[src/rtl/fma_pipe_arbiter.sv]
// Purpose: round-robin sharing of one fixed-latency FMA pipe, results steered to per-requester FIFOs.
// Latency: pipe_in one cycle after grant; response visible LATENCY+2 cycles after grant.
// Backpressure: grant only with a free response credit; the pipe never stalls, results never drop.
module fma_pipe_arbiter #(
  parameter int NUM_REQ   = 2,
  parameter int LATENCY   = 4,
  parameter int RSP_DEPTH = 4,
  parameter int PAYLOAD_W = 202
) (
  input  logic                         clock,
  input  logic                         reset,
  input  logic                         issue_en,
  input  logic [NUM_REQ-1:0]           req_valid,
  output logic [NUM_REQ-1:0]           req_ready,
  input  logic [NUM_REQ*PAYLOAD_W-1:0] req_payload,
  output logic                         pipe_in_valid,
  output logic [PAYLOAD_W-1:0]         pipe_in_payload,
  input  logic                         pipe_out_valid,
  input  logic [64:0]                  pipe_out_data,
  input  logic [4:0]                   pipe_out_exc,
  output logic [NUM_REQ-1:0]           rsp_valid,
  input  logic [NUM_REQ-1:0]           rsp_ready,
  output logic [NUM_REQ*65-1:0]        rsp_data,
  output logic [NUM_REQ*5-1:0]         rsp_exc,
  output logic                         busy,
  output logic                         err_orphan
);
  localparam int PTR_W = (NUM_REQ > 1) ? $clog2(NUM_REQ) : 1;
  localparam int AW    = $clog2(RSP_DEPTH);
  localparam int CW    = AW + 1;
  localparam logic [CW-1:0]    CREDIT_MAX = CW'(RSP_DEPTH);
  localparam logic [PTR_W-1:0] LAST_ID    = PTR_W'(NUM_REQ - 1);

  logic [PTR_W-1:0]     rr_ptr;
  logic [CW-1:0]        credit [NUM_REQ];
  logic [NUM_REQ-1:0]   eligible;
  logic [NUM_REQ-1:0]   grant;
  logic [NUM_REQ-1:0]   pop;
  logic [NUM_REQ-1:0]   fifo_wr;
  logic                 grant_any;
  logic [PTR_W-1:0]     grant_id;
  logic [PAYLOAD_W-1:0] payload_sel;
  logic [PTR_W-1:0]     issue_id;
  logic [LATENCY-1:0]   tag_vld;
  logic [PTR_W-1:0]     tag_id [LATENCY];
  logic                 tail_vld;
  logic [PTR_W-1:0]     tail_id;
  logic [69:0]          fifo_mem [NUM_REQ][RSP_DEPTH];
  logic [AW:0]          wr_ptr [NUM_REQ];
  logic [AW:0]          rd_ptr [NUM_REQ];

  assign tail_vld = tag_vld[LATENCY-1];
  assign tail_id  = tag_id[LATENCY-1];

  // Eligibility uses the registered credit, so a same-cycle pop cannot unblock a grant.
  always_comb begin
    eligible = '0;
    for (int i = 0; i < NUM_REQ; i++) begin
      eligible[i] = reset & issue_en & req_valid[i] & (credit[i] < CREDIT_MAX);
    end
  end

  // Round-robin pick: first eligible index at or above rr_ptr, then wrap to the low indices.
  always_comb begin
    grant_any = 1'b0;
    grant_id  = '0;
    grant     = '0;
    for (int j = 0; j < NUM_REQ; j++) begin
      if (!grant_any && eligible[j] && (PTR_W'(j) >= rr_ptr)) begin
        grant_any = 1'b1;
        grant_id  = PTR_W'(j);
      end
    end
    for (int j = 0; j < NUM_REQ; j++) begin
      if (!grant_any && eligible[j] && (PTR_W'(j) < rr_ptr)) begin
        grant_any = 1'b1;
        grant_id  = PTR_W'(j);
      end
    end
    for (int j = 0; j < NUM_REQ; j++) begin
      grant[j] = grant_any && (grant_id == PTR_W'(j));
    end
  end

  assign req_ready = grant;

  // Operand mux for the winning requester.
  always_comb begin
    payload_sel = '0;
    for (int j = 0; j < NUM_REQ; j++) begin
      if (grant_id == PTR_W'(j)) payload_sel = req_payload[j*PAYLOAD_W +: PAYLOAD_W];
    end
  end

  // Tail of the tag line writes into the owner's FIFO only when the pipe agrees.
  always_comb begin
    fifo_wr = '0;
    for (int i = 0; i < NUM_REQ; i++) begin
      fifo_wr[i] = tail_vld & pipe_out_valid & (tail_id == PTR_W'(i));
    end
  end

  // Issue register, round-robin pointer, ownership tag line and sticky orphan flag.
  always_ff @(posedge clock or negedge reset) begin
    if (!reset) begin
      rr_ptr          <= '0;
      pipe_in_valid   <= 1'b0;
      pipe_in_payload <= '0;
      issue_id        <= '0;
      tag_vld         <= '0;
      for (int s = 0; s < LATENCY; s++) tag_id[s] <= '0;
      err_orphan      <= 1'b0;
    end else begin
      pipe_in_valid <= grant_any;
      if (grant_any) begin
        rr_ptr          <= (grant_id == LAST_ID) ? '0 : grant_id + 1'b1;
        pipe_in_payload <= payload_sel;
        issue_id        <= grant_id;
      end
      // Stage 0 follows the issue register, so the tail lines up with pipe_out_valid.
      tag_vld[0] <= pipe_in_valid;
      tag_id[0]  <= issue_id;
      for (int s = 1; s < LATENCY; s++) begin
        tag_vld[s] <= tag_vld[s-1];
        tag_id[s]  <= tag_id[s-1];
      end
      if (tail_vld != pipe_out_valid) err_orphan <= 1'b1;
    end
  end

  // Credits count in-flight plus buffered results; FIFO pointers advance on write/pop.
  always_ff @(posedge clock or negedge reset) begin
    if (!reset) begin
      for (int i = 0; i < NUM_REQ; i++) begin
        credit[i] <= '0;
        wr_ptr[i] <= '0;
        rd_ptr[i] <= '0;
      end
    end else begin
      for (int i = 0; i < NUM_REQ; i++) begin
        if (fifo_wr[i]) wr_ptr[i] <= wr_ptr[i] + 1'b1;
        if (pop[i])     rd_ptr[i] <= rd_ptr[i] + 1'b1;
        if (grant[i] && !pop[i])      credit[i] <= credit[i] + 1'b1;
        else if (!grant[i] && pop[i]) credit[i] <= credit[i] - 1'b1;
      end
    end
  end

  // Response storage; contents are don't-care while the FIFO is empty.
  always_ff @(posedge clock) begin
    for (int i = 0; i < NUM_REQ; i++) begin
      if (fifo_wr[i]) fifo_mem[i][wr_ptr[i][AW-1:0]] <= {pipe_out_exc, pipe_out_data};
    end
  end

  // Head-of-FIFO outputs (zeroed when empty) and the busy summary.
  always_comb begin
    rsp_valid = '0;
    pop       = '0;
    rsp_data  = '0;
    rsp_exc   = '0;
    busy      = 1'b0;
    for (int i = 0; i < NUM_REQ; i++) begin
      rsp_valid[i] = (wr_ptr[i] != rd_ptr[i]);
      pop[i]       = rsp_valid[i] & rsp_ready[i];
      if (rsp_valid[i]) begin
        rsp_data[i*65 +: 65] = fifo_mem[i][rd_ptr[i][AW-1:0]][64:0];
        rsp_exc[i*5 +: 5]    = fifo_mem[i][rd_ptr[i][AW-1:0]][69:65];
      end
      if (credit[i] != '0) busy = 1'b1;
    end
  end
endmodule

[config.mk]
export PLATFORM = sky130hd
export DESIGN_NAME = fma_pipe_arbiter
export DESIGN_NICKNAME = d
export VERILOG_FILES = /design/src/rtl/fma_pipe_arbiter.sv
export SDC_FILE = /design/constraint.sdc
export NUM_CORES = 1
export LEC_CHECK = 0
export ABC_AREA = 1
export ABC_CLOCK_PERIOD_IN_PS = 9800
export CORE_AREA = 2 2 321 323
export DETAILED_ROUTE_END_ITERATION = 12
export DIE_AREA = 0 0 323 325
export PLACE_DENSITY = 0.6
export SETUP_SLACK_MARGIN = 0.1
export SYNTH_ARGS = -nofsm -noshare
export SYNTH_HDL_FRONTEND = slang
export SYNTH_SLANG_ARGS = --single-unit
[constraint.sdc]
create_clock -name clock -period 9.8 [get_ports clock]
set_input_delay 0.98 -clock clock [delete_from_list [all_inputs] [get_ports clock]]
set_output_delay 0.98 -clock clock [all_outputs]
set_load 0.02 [all_outputs]
==> summary.md <==
| Metric | Value |
|---|---|
| Status | finished, final reports clean |
| Post-CTS resize count | 0 |
| Commonest non-fill, non-tap cell in the layout | clkdlybuf4s50_1 |
| Pre-antenna DRT Iters | 5 |
| Routed Antenna Nets | 0 |
| Critical path class | register to output pin |
| FMAX | 0.176 GHz |
| # IOs | 831 |
| Clock sink count | 792 |
| Number of global-route vias before repair | 25,660 |
| Largest net degree at the start of global routing | 189 |
| RSZ-0062 raised after global routing | no |
| Hold Vio Cnt, Final | 0 |
| Final RePlAce weighted congestion | 0.890 |
| Final setup fails | 0 |
| Combinational power share | 0.442 |
| Power density cells | 310 nW/um2 |
| Die footprint | 105,000 um2 |
| Layout Nets | 4,563 |
| Mapped Area | 33,800 um2 |
| 1st-iter DRT viols | 2,198 |
| Final instance area | 46,100 um2 |
| Met2 Use GR | 0.416 |
| Setup TNS | 0 ps |
| Crit path setup slack, layout | 4120 ps |
| Wire length per cell | 24.6 um |
| Kind of end point of the critical path | output pin |
| Die height | 325 um |
| DP Wirelength | 93,600 um |
| Period Utilization, post-route | 0.579 |
| Final Max Tran Viols | 0 |
| Port Buffers | 830 |
| Die Span X | 323 um |
| Clock power share | 0.234 |
| Via-to-Cell Ratio | 4.95 |
| Hold buffer count at cts | 0 |
| Clock tree buffer depth | 3 |
| Switching power | 5.74 mW |
| Synth area leaders | edfxtp_1 50%, dfrtp_1 17%, nor2_1 7.1% |
| Area leader, netlist | edfxtp_1 |
| Worst setup SP type | register |
| Sw frac | 0.402 |
| Placed cell area | 43,100 um2 |
| GRT Max-Usage Layer | met2 |
| Sequential fraction of the synthesis area | 0.670 |
| Vias | 27,372 |
| Congestion Overflow GR | 0 |
| All-Layer GR Usage | 0.252 |
| VDD IR max | 0.279 mV |
| Root Driver | clkbuf_16 |
| Layout cells sized above 1 | 0.0474 |
| Clock transition at the registers of the reported paths | 60 ps |
| Netlist cell types | 24 |
| Met1 usage | 0.314 |
| Arrival time worst endpoint | 4700 ps |
| Worst Tran Pin Value | 1100 ps |
| Max transition margin | 0.266 |
| Flop-to-flop setup slack | 6360 ps |
| Yosys top cell area share | 0.498 |
| Crit path max fanout | 87 |
| DP Worst Slack | 4360 ps |
| Core area | 101,000 um2 |
| # H-tree levels | 3 |
| Critical path required time | 8820 ps |
| #FFs+latches synth | 792 |
| Internal | 8.53 mW |
| Leakage power | 18.3 nW |
| R2R cell count | 9 |
| Clock tree from TritonCTS | built |
| RR Startpoint | credit[2] |
| # DRC | 0 |
| First-pass GRT wire length | 190,000 um |
| Post-CTS setup buffers | 0 |
| Clk_skew | 34.2 ps |
| Sequential share of power | 0.324 |
| Worst R2R End | pipe_in_payload[143] |
| Syn Inst Count | 3,331 |
| CTS buffer count | 88 |
| Met3 global-route usage | 0.0729 |
| Number of max-cap violations | 0 |
| Row count | 117 |
| Initial antenna violation count | 65 |
| Drt total wl | 136,000 um |
| Most frequent cells in the layout | 829 x clkdlybuf4s50_1, 629 x nor2_1, 560 x edfxtp_1 |
| Post-Syn Nets | 3,828 |
| Worst hold path type | input port to async pin |
| Synthesis Warnings | 0 |
| Initial Util | 0.334 |
| Synth Area per Inst | 10.1 um2 |
| Clk Latency, worst-skew pair | 670 ps |
| Final critical-path required period | 5680 ps |
| Area grow syn2layout | 36.4% |
-- power groups by stage --
stage | clock [mW] | sequential, mW | combinational (mW)
after global placement | 0 | 4.68 | 6.33
after floorplan | 0 | 4.95 | 2.74
after detailed placement | 0 | 4.68 | 6.36
after CTS | 3.41 | 4.62 | 6.39
after global routing | 3.54 | 4.69 | 6.70
final | 3.34 | 4.62 | 6.31
-- cells by family (layout without fill, tap and decap cells) --
family / Yosys count / after routing / synth area share
XOR/XNOR: 12 / 12 / 0.00311
multiplexers: 2 / 2 / 0.000667
other: 0 / 29 / 0
flip-flops: 792 / 792 / 0.670
AND/OR/NAND/NOR: 1568 / 1568 / 0.191
AO/OA/AOI/OAI: 423 / 423 / 0.0653
adder cells (fa/ha/maj): 15 / 15 / 0.00600
buffers and inverters: 519 / 1324 / 0.0649
-- layer usage --
| metal | share of wire | wire length [um] | vias up |
|---|---|---|---|
| li1 | - | - | 12593 |
| met1 | 0.40 | 54100 | 13417 |
| met2 | 0.48 | 65600 | 1019 |
| met3 | 0.085 | 11600 | 273 |
| met4 | 0.033 | 4460 | 70 |
| met5 | 0.0033 | 455 | - |
-- state kept, by name (all words and copies together), names as in the netlist --
signal	count
tail_id	1
pipe_in_valid	1
tag_id	3
credit	6
pipe_in_payload	202
rr_ptr	1
err_orphan	1
fifo_mem	560
issue_id	1
rd_ptr	6
tag_vld	4
wr_ptr	6
-- worst max path at each step --
stage               cells past startpoint            from        endpoint  slack [ps]
floorplan                               3  pipe_out_valid  fifo_mem[0][0]        5030
global placement                        8           reset    req_ready[0]        4380
detailed placement                      8           reset    req_ready[0]        4360
CTS                                     8       rd_ptr[3]      rsp_exc[1]        4020
global route                            8       rd_ptr[3]    rsp_data[22]        3860
finish                                  8       rd_ptr[3]    rsp_data[15]        4120
-- stage by stage --
stage / std cells / utilization / hold WS, ps / power (mW)
2_1_floorplan: 3331 / - / 331 / 7.69
3_3_place_gp: 5344 / 0.426 / 336 / 11.0
3_5_place_dp: 5344 / 0.426 / 336 / 11.0
4_1_cts: 5504 / 0.454 / 275 / 14.4
5_1_grt: 5521 / 0.455 / 306 / 14.9
6_report: 5533 / 0.455 / 280 / 14.3
-- cells in the mapped netlist --
cell type	n
xnor2_1	4
buf_1	14
o21ai_0	281
nand3_1	413
o22ai_1	70
nand2_1	510
nand2_2	3
buf_6	5
a21oi_1	72
buf_2	102
fa_1	2
nor2_1	637
xor2_1	8
nor2_4	3
mux2_2	2
or2_2	1
nor4_1	1
inv_1	294
ha_1	13
edfxtp_1	560
inv_2	8
dfrtp_1	232
clkbuf_1	75
buf_4	21
-- critical path: stages, from the launching register on --
cell and delay, ps:
dfrtp_4 820, buf_4 520, inv_4 530, buf_4 790, o21ai_0 170, o22ai_1 180
nand2_1 70, inv_1 120, clkdlybuf4s50_1 640
-- final cells by class --
cell class / instances / area, um2
Fill cell: 9600 / 55200
Tap cell: 1368 / 1710
Antenna cell: 29 / 72.6
Clock buffer: 101 / 2270
Sequential cell: 792 / 22600
Clock inverter: 59 / 623
Timing Repair Buffer: 862 / 8570
Inverter: 302 / 1140
Multi-Input combinational cell: 2020 / 9070
Note: power is estimated with default switching activity, not from simulation.
